**src/rtl/if_pkg.sv**
```systemverilog
`default_nettype none
// ============================================================================
// Module   : if_pkg
// Brief    : Shared constants and types for the instruction-fetch stage:
//            NOP encoding, default XLEN/RESET_PC, and fetch FSM states.
// Revision : 1.0 - initial release
// ============================================================================
package if_pkg;

  localparam int          DEF_XLEN     = 64;
  localparam logic [63:0] DEF_RESET_PC = 64'h0;

  // addi x0, x0, 0 -- shown to decode whenever no instruction is held
  localparam logic [31:0] NOP_INSTR    = 32'h0000_0013;

  typedef enum logic [0:0] {
    FETCH = 1'b0,
    HALT  = 1'b1
  } fetch_state_e;

  // A fetch target must be word aligned; anything in the low two bits is bad
  function automatic logic is_misaligned(input logic [1:0] low_bits);
    return low_bits != 2'b00;
  endfunction

endpackage
`default_nettype wire

```
**src/rtl/if_fetch_unit_if.sv**
```systemverilog
`default_nettype none
// ============================================================================
// Module   : if_fetch_unit_if
// Brief    : Bundles the instruction-BRAM port, the EX redirect input and the
//            IF/ID output of the fetch stage. master = fetch unit,
//            slave = surrounding pipeline / memory.
// Revision : 1.0 - initial release
// ============================================================================
interface if_fetch_unit_if
  import if_pkg::*;
#(
  parameter int XLEN    = DEF_XLEN,
  parameter int IMEM_AW = 8
);

  // Instruction BRAM (1-cycle read latency)
  logic               imem_en;
  logic [IMEM_AW-1:0] imem_addr;
  logic [31:0]        imem_rdata;

  // Redirect from EX
  logic               redirect_valid;
  logic [XLEN-1:0]    redirect_pc;

  // IF/ID hand-off
  logic               id_stall;
  logic               if_valid;
  logic [31:0]        if_instr;
  logic [XLEN-1:0]    if_pc;

  modport master (
    output imem_en, imem_addr, if_valid, if_instr, if_pc,
    input  imem_rdata, redirect_valid, redirect_pc, id_stall
  );

  modport slave (
    input  imem_en, imem_addr, if_valid, if_instr, if_pc,
    output imem_rdata, redirect_valid, redirect_pc, id_stall
  );

endinterface
`default_nettype wire

```
**src/rtl/if_fifo.sv**
```systemverilog
`default_nettype none
// ============================================================================
// Module   : if_fifo
// Brief    : Synchronous instruction buffer holding {instr, pc} pairs.
//            Supports simultaneous push/pop, a flush that beats both, and a
//            head read straight from the storage entry at the read pointer.
//            DEPTH must be a power of two so the pointers wrap naturally.
// Revision : 1.0 - initial release
// ============================================================================
module if_fifo #(
  parameter int XLEN  = 64,
  parameter int DEPTH = 4
) (
  input  logic                   clk,
  input  logic                   reset,
  input  logic                   flush,
  input  logic                   push,
  input  logic [31:0]            push_instr,
  input  logic [XLEN-1:0]        push_pc,
  input  logic                   pop,
  output logic                   empty,
  output logic [$clog2(DEPTH):0] level,
  output logic [31:0]            head_instr,
  output logic [XLEN-1:0]        head_pc
);

  localparam int              AW         = $clog2(DEPTH);
  localparam int              LW         = AW + 1;
  localparam logic [LW-1:0]   FULL_LEVEL = LW'(DEPTH);

  logic [AW-1:0]   wr_ptr;
  logic [AW-1:0]   rd_ptr;
  logic [LW-1:0]   count;
  logic [31:0]     instr_mem [DEPTH];
  logic [XLEN-1:0] pc_mem    [DEPTH];
  logic            do_push;
  logic            do_pop;

  assign empty   = (count == '0);
  assign do_pop  = pop && !empty;
  // A full buffer still accepts a push when the head leaves in the same cycle
  assign do_push = push && ((count != FULL_LEVEL) || do_pop);

  // Pointer and occupancy tracking; flush empties the buffer in one cycle
  always_ff @(posedge clk or negedge reset) begin
    if (!reset) begin
      wr_ptr <= '0;
      rd_ptr <= '0;
      count  <= '0;
    end else if (flush) begin
      wr_ptr <= '0;
      rd_ptr <= '0;
      count  <= '0;
    end else begin
      if (do_push) wr_ptr <= wr_ptr + AW'(1);
      if (do_pop)  rd_ptr <= rd_ptr + AW'(1);
      if (do_push && !do_pop)      count <= count + LW'(1);
      else if (!do_push && do_pop) count <= count - LW'(1);
    end
  end

  // Entry storage; contents need no reset because occupancy gates visibility
  always_ff @(posedge clk) begin
    if (do_push && !flush) begin
      instr_mem[wr_ptr] <= push_instr;
      pc_mem[wr_ptr]    <= push_pc;
    end
  end

  assign head_instr = instr_mem[rd_ptr];
  assign head_pc    = pc_mem[rd_ptr];
  assign level      = count;

endmodule
`default_nettype wire

```
**src/rtl/if_fetch_unit.sv**
```systemverilog
`default_nettype none
// ============================================================================
// Module   : if_fetch_unit
// Brief    : RV64 instruction-fetch stage. Owns the fetch PC, issues reads to
//            a 1-cycle-latency instruction BRAM under a credit rule that
//            counts the in-flight read, buffers returned words in if_fifo and
//            handles EX redirects by flushing and toggling a fetch epoch so
//            stale responses are discarded.
//            Optional feature macro: IF_MISALIGN_TRAP_EN -- a misaligned
//            redirect halts fetch and raises fetch_misaligned until the next
//            aligned redirect. Without it the low PC bits are simply cleared.
// Revision : 1.0 - initial release
// ============================================================================
module if_fetch_unit
  import if_pkg::*;
#(
  parameter int              XLEN       = DEF_XLEN,
  parameter logic [XLEN-1:0] RESET_PC   = DEF_RESET_PC[XLEN-1:0],
  parameter int              IMEM_AW    = 8,
  parameter int              FIFO_DEPTH = 4
) (
  input  logic                        clk,
  input  logic                        reset,
  if_fetch_unit_if.master             bus,
  output logic [$clog2(FIFO_DEPTH):0] fifo_level
`ifdef IF_MISALIGN_TRAP_EN
  ,
  output logic                        fetch_misaligned
`endif
);

  localparam int            LW        = $clog2(FIFO_DEPTH) + 1;
  localparam logic [LW-1:0] DEPTH_LVL = LW'(FIFO_DEPTH);

`ifdef IF_MISALIGN_TRAP_EN
  localparam bit TRAP_EN = 1'b1;
`else
  localparam bit TRAP_EN = 1'b0;
`endif

  fetch_state_e    state;
  logic [XLEN-1:0] pc;
  logic [XLEN-1:0] req_pc;
  logic            epoch;
  logic            req_epoch;
  logic            inflight;

  logic [LW-1:0]   level;
  logic            fifo_empty;
  logic [31:0]     head_instr;
  logic [XLEN-1:0] head_pc;

  logic            credit_ok;
  logic            issue;
  logic            push;
  logic            pop;
  logic            misaligned;
  logic [XLEN-1:0] redirect_target;

  // Buffered words plus the outstanding read must fit; a same-cycle pop
  // deliberately earns no credit so the path stays short.
  assign credit_ok = (level + LW'(inflight)) < DEPTH_LVL;

  // Reset gates the request so the BRAM sees no read while reset is held
  assign issue = reset && (state == FETCH) && !bus.redirect_valid && credit_ok;

  // Responses tagged with an old epoch belong to a squashed stream
  assign push = inflight && (req_epoch == epoch) && !bus.redirect_valid;
  assign pop  = bus.if_valid && !bus.id_stall;

  assign misaligned      = is_misaligned(bus.redirect_pc[1:0]);
  assign redirect_target = {bus.redirect_pc[XLEN-1:2], 2'b00};

  // PC, request tracking and fetch FSM; redirect overrides everything else
  always_ff @(posedge clk or negedge reset) begin
    if (!reset) begin
      state     <= FETCH;
      pc        <= RESET_PC;
      req_pc    <= '0;
      epoch     <= 1'b0;
      req_epoch <= 1'b0;
      inflight  <= 1'b0;
    end else begin
      inflight <= issue;
      if (issue) begin
        pc        <= pc + XLEN'(4);
        req_pc    <= pc;
        req_epoch <= epoch;
      end
      if (bus.redirect_valid) begin
        epoch <= ~epoch;
        pc    <= redirect_target;
        if (TRAP_EN && misaligned) state <= HALT;
        else                       state <= FETCH;
      end
    end
  end

`ifdef IF_MISALIGN_TRAP_EN
  // Sticky trap flag: set by a misaligned redirect, cleared by an aligned one
  always_ff @(posedge clk or negedge reset) begin
    if (!reset) begin
      fetch_misaligned <= 1'b0;
    end else if (bus.redirect_valid) begin
      fetch_misaligned <= misaligned;
    end
  end
`endif

  if_fifo #(
    .XLEN  (XLEN),
    .DEPTH (FIFO_DEPTH)
  ) u_fifo (
    .clk        (clk),
    .reset      (reset),
    .flush      (bus.redirect_valid),
    .push       (push),
    .push_instr (bus.imem_rdata),
    .push_pc    (req_pc),
    .pop        (pop),
    .empty      (fifo_empty),
    .level      (level),
    .head_instr (head_instr),
    .head_pc    (head_pc)
  );

  assign bus.imem_en   = issue;
  assign bus.imem_addr = reset ? pc[IMEM_AW+1:2] : '0;
  assign bus.if_valid  = !fifo_empty;
  assign bus.if_instr  = fifo_empty ? NOP_INSTR : head_instr;
  assign bus.if_pc     = fifo_empty ? '0 : head_pc;
  assign fifo_level    = level;

endmodule
`default_nettype wire

```
**src/flat_wrapper.sv**
```systemverilog
// flat-port wrapper written by rule: the top's interface ports become plain ports
module if_fetch_unit_flat import if_pkg::*;
#(
  parameter int              XLEN       = DEF_XLEN,
  parameter logic [XLEN-1:0] RESET_PC   = DEF_RESET_PC[XLEN-1:0],
  parameter int              IMEM_AW    = 8,
  parameter int              FIFO_DEPTH = 4
)
  (clk, reset, fifo_level, bus_imem_en, bus_imem_addr, bus_if_valid, bus_if_instr, bus_if_pc, bus_imem_rdata, bus_redirect_valid, bus_redirect_pc, bus_id_stall);
  if_fetch_unit_if #(.XLEN(XLEN), .IMEM_AW(IMEM_AW)) bus_i ();
  input  logic clk;
  input  logic reset;
  output logic [$clog2(FIFO_DEPTH):0] fifo_level;
  output wire logic [$bits(bus_i.imem_en)-1:0] bus_imem_en;
  output wire logic [$bits(bus_i.imem_addr)-1:0] bus_imem_addr;
  output wire logic [$bits(bus_i.if_valid)-1:0] bus_if_valid;
  output wire logic [$bits(bus_i.if_instr)-1:0] bus_if_instr;
  output wire logic [$bits(bus_i.if_pc)-1:0] bus_if_pc;
  input wire logic [$bits(bus_i.imem_rdata)-1:0] bus_imem_rdata;
  input wire logic [$bits(bus_i.redirect_valid)-1:0] bus_redirect_valid;
  input wire logic [$bits(bus_i.redirect_pc)-1:0] bus_redirect_pc;
  input wire logic [$bits(bus_i.id_stall)-1:0] bus_id_stall;
  assign bus_imem_en = bus_i.imem_en;
  assign bus_imem_addr = bus_i.imem_addr;
  assign bus_if_valid = bus_i.if_valid;
  assign bus_if_instr = bus_i.if_instr;
  assign bus_if_pc = bus_i.if_pc;
  assign bus_i.imem_rdata = bus_imem_rdata;
  assign bus_i.redirect_valid = bus_redirect_valid;
  assign bus_i.redirect_pc = bus_redirect_pc;
  assign bus_i.id_stall = bus_id_stall;
  if_fetch_unit #(.XLEN(XLEN), .RESET_PC(RESET_PC), .IMEM_AW(IMEM_AW), .FIFO_DEPTH(FIFO_DEPTH)) u_core (.clk(clk), .reset(reset), .bus(bus_i), .fifo_level(fifo_level));
endmodule
```
**config.mk**
```make
export PLATFORM = sky130hd
export DESIGN_NAME = if_fetch_unit_flat
export DESIGN_NICKNAME = d
export VERILOG_FILES = /design/src/rtl/if_pkg.sv /design/src/rtl/if_fetch_unit_if.sv /design/src/rtl/if_fifo.sv /design/src/rtl/if_fetch_unit.sv /design/src/flat_wrapper.sv
export SDC_FILE = /design/constraint.sdc
export NUM_CORES = 1
export LEC_CHECK = 0
export CAP_MARGIN = 20
export CORE_MARGIN = 2
export CORE_UTILIZATION = 51
export CTS_CLUSTER_DIAMETER = 100
export CTS_CLUSTER_SIZE = 8
export DETAILED_ROUTE_END_ITERATION = 8
export MAX_ROUTING_LAYER = met4
export PLACE_DENSITY = 0.73
export SYNTH_ARGS = -nofsm -noshare
export SYNTH_HDL_FRONTEND = slang
export SYNTH_SLANG_ARGS = --single-unit
```
**constraint.sdc**
```tcl
create_clock -name clk -period 5.45 [get_ports clk]
set_clock_uncertainty 0.15 [all_clocks]
set_input_delay 0.8175 -clock clk [delete_from_list [all_inputs] [get_ports clk]]
set_output_delay 0.8175 -clock clk [all_outputs]
set_load 0.02 [all_outputs]
```
==> metrics <==
status finished clean; asr flop ratio synth 26.3%; compound-gate portion of the synthesized area 3.01%; Worst-Skew Late Latency 580 ps; Root Driver clkbuf_16; GRT Overall Usage 23.3%; Critical Path RT 4480 ps; CTS Buf Count 73; VDD IR max 232 uV; Netlist Area Pre-Place 0.0209 mm^2; worst hold path type reg2reg; switching share of power 29.6%; crit-path max FO 50; Leak Pwr 8.97 nW; per-cell routed wire length 21.2 um; Vias/cell 5.68; simple-gate area share of the yosys netlist 12.8%; Die Wd 206 um; internal power 9.10 mW; Hold Fails Final Rpt 0; Max-Slew Margin vs Limit 38.2%; vias 12546; DP Area 0.0236 mm^2; Max Buffers Root-to-Sink 3; EDFF count, synth 376; setup_tns 0 ps; Initial Util 51.4%; grt ovf 0; minimum clock period 4550 ps; clk sink count 510; Cell Pwr Density 503 mW/mm^2; Post-Syn Area per Cell 15.1 um^2; crit path max-delay cell type nor3_1; global placement routability congestion 0.819; number of synthesized register bits 510; Highest Clock Rate 220 MHz; antenna violations before repair 3; critical-path cell list nor3_1 > inv_2 > buf_4 > and2_1 > clkdlybuf4s50_1; Area Growth Syn to Fin 23.2%; main combinational cell family by area after synthesis simple AND/OR/NAND/NOR gates; YS warnings 0; Worst Path Arrival 3580 ps; Seq pwr share 40.4%; Post-Synth Adder-Cell Area 0.396%; Ports 209; CTS H-tree lvls 3; Die H 206 um; Final ANT Viol Nets 0; final instance area 0.0257 mm^2; Tightest Pin Transition 919 ps; Comb pwr share 27.2%; crit-path max cell delay 780 ps; post-CTS setup buffers 0; Post-Route WL 46800 um; hpwl dp 28500 um; vias in the first global route 12660; setup violators final 0; Worst setup EP type output pin; port bufs 204; clock-pin slew on the worst setup and hold paths 50 ps; number of max-cap violations 0; share of cells above drive strength 1 13.2%; Pre-Repair DR Iteration Count 5; Post-Syn Instances 1384; P_sw 3.83 mW; final net count 1722; Period Utilization, post-route 83.4%; startpoint types flip-flop; RSZ-0062 raised after global routing false; global-route wire length before repair 72000 um; post-synthesis mux area share 10.5%; Clk pwr share 32.4%; DRT iter0 DRCs 1109; fill count 2984; Setup Crit Path Kind reg2out; Slew Viols, Final 0; Cell variety after synth 53; CTS tree built; Hold WS 356 ps; Synth Flop Type edfxtp_1; sequential element share of the synthesized area 70.1%; pin count of the biggest net entering global routing 91; DR DRC count 0; XOR/XNOR Fraction of Synth Area 1.38%; row cnt 74; core area 0.0406 mm^2; Post-CTS Resized 0; Die Footprint 0.0426 mm^2
cell usage after synthesis (8+ instances only):
library cell  number  area [um^2]
buf_1             12         45.0
nand2_1          246          923
a31oi_1           20          125
inv_1             14         52.6
xor2_1             9         78.8
nor3_1            13         65.1
clkbuf_1          59          221
and2_1           106          663
or4_1             13         97.6
nand3_1           26          130
dfrtp_1          134         3350
nand4_1           29          181
nor4_1            19          119
o21ai_0           48          240
nor2_1            36          135
or3_1             19          119
xnor2_1           24          210
o211ai_1           8         60.1
mux4_2            94         2120
edfxtp_1         376        11300
power by group through the flow:
stage	registers, mW	clock network (mW)	logic (mW)
finish	5.23	4.18	3.52
global route	5.30	4.44	3.80
global placement	5.25	0	3.52
floorplan	5.08	0	2.12
detailed placement	5.30	0	3.56
CTS	5.23	4.26	3.59
metrics by stage:
| step | total power [mW] | setup WS (ps) | util [%] | instances |
|---|---|---|---|---|
| 2_1_floorplan | 7.19 | 1120 | - | 1385 |
| 3_3_place_gp | 8.78 | 1460 | 58.0 | 2072 |
| 3_5_place_dp | 8.86 | 1420 | 58.0 | 2072 |
| 4_1_cts | 13.1 | 792 | 63.3 | 2205 |
| 5_1_grt | 13.5 | 684 | 63.3 | 2208 |
| 6_report | 12.9 | 903 | 63.3 | 2208 |
logic make-up after synthesis:
kind of cell | after synthesis
AOI/OAI and AO/OA | 102
xor gates and xnor gates | 33
adders and majority gates | 6
buffers and inverters | 89
DFF | 510
muxes | 102
other | 1
and+or+nand+nor | 541
layout by cell type (no fill, tap or decap), types with 3 or more instances in the layout:
master and n:
or4_1 13, nor4_1 19, mux2i_1 4, nor2_1 36
a31oi_1 20, clkdlybuf4s50_1 202, nand2_1 245, and3_1 7
dfrtp_1 132, ha_1 5, nor2b_1 7, or2_2 3
nand4_1 29, buf_12 4, mux4_2 94, and4_1 7
diode_2 3, or3_1 19, o211ai_1 8, nor3_1 13
o31ai_1 6, o31a_1 3, mux2_2 4, inv_1 13
buf_4 21, o21ai_0 48, clkbuf_1 52, xor2_1 9
nand2b_1 3, and2_4 4, xnor2_1 24, nand3_1 26
and2_1 102, edfxtp_1 376, clkbuf_16 77
layout make-up:
type,count,area (um^2),share of cell area (%)
inverters,15,56.3,0.219
multi-input cells,786,5910,23.0
repair buffers,230,2290,8.89
clock inverters,2,17.5,0.0681
clock buffers,130,2140,8.30
diodes,3,7.51,0.0292
flip-flops and latches,510,14700,57.0
well taps,532,666,2.59
state kept, by name, indices dropped and copies added (netlist names):
| signal | count |
|---|---|
| u_core.u_fifo.rd_ptr | 2 |
| u_core.epoch | 1 |
| u_core.inflight | 1 |
| u_core.u_fifo.instr_mem | 128 |
| u_core.u_fifo.pc_mem | 248 |
| u_core.req_epoch | 1 |
| u_core.pc | 62 |
| u_core.u_fifo.wr_ptr | 2 |
| u_core.u_fifo.level | 3 |
| u_core.req_pc | 62 |
final timing paths:
kind	start	end	slack, ps	cells after the start
worst max-delay path	u_core.u_fifo.level[0]	bus_if_pc[44]	900	5
worst min-delay path	u_core.req_pc[44]	u_core.u_fifo.pc_mem[0][44]	360	0
worst max register to register	u_core.u_fifo.level[2]	u_core.pc[51]	1760	9
worst min register to register	u_core.req_pc[44]	u_core.u_fifo.pc_mem[0][44]	360	0
max in group asynchronous	reset	u_core.req_pc[48]	2750	4
min in group asynchronous	reset	u_core.inflight	600	2
what timing repair did:
item	in CTS	in global routing
setup endpoints to repair	0	0
endpoints found under the hold margin	23	0
hold buffers	1	0
metal layers:
layer | GRT usage [%] | vias to the layer above | part of all wire [%]
met3 | 4.76 | 68 | 6.8
met1 | 32.1 | 6360 | 44
li1 | - | 5685 | -
met2 | 35.4 | 433 | 48
met4 | 7.02 | 0 | 1.8
met5 | - | - | 0
critical path: cells and delay by family, from the launching register on:
family / cells / cell delay [ps]
and+or+nand+nor: 2 / 950
DFF: 1 / 480
buffers and inverters: 3 / 1560
No activity file was read; power rests on OpenSTA's default activity.
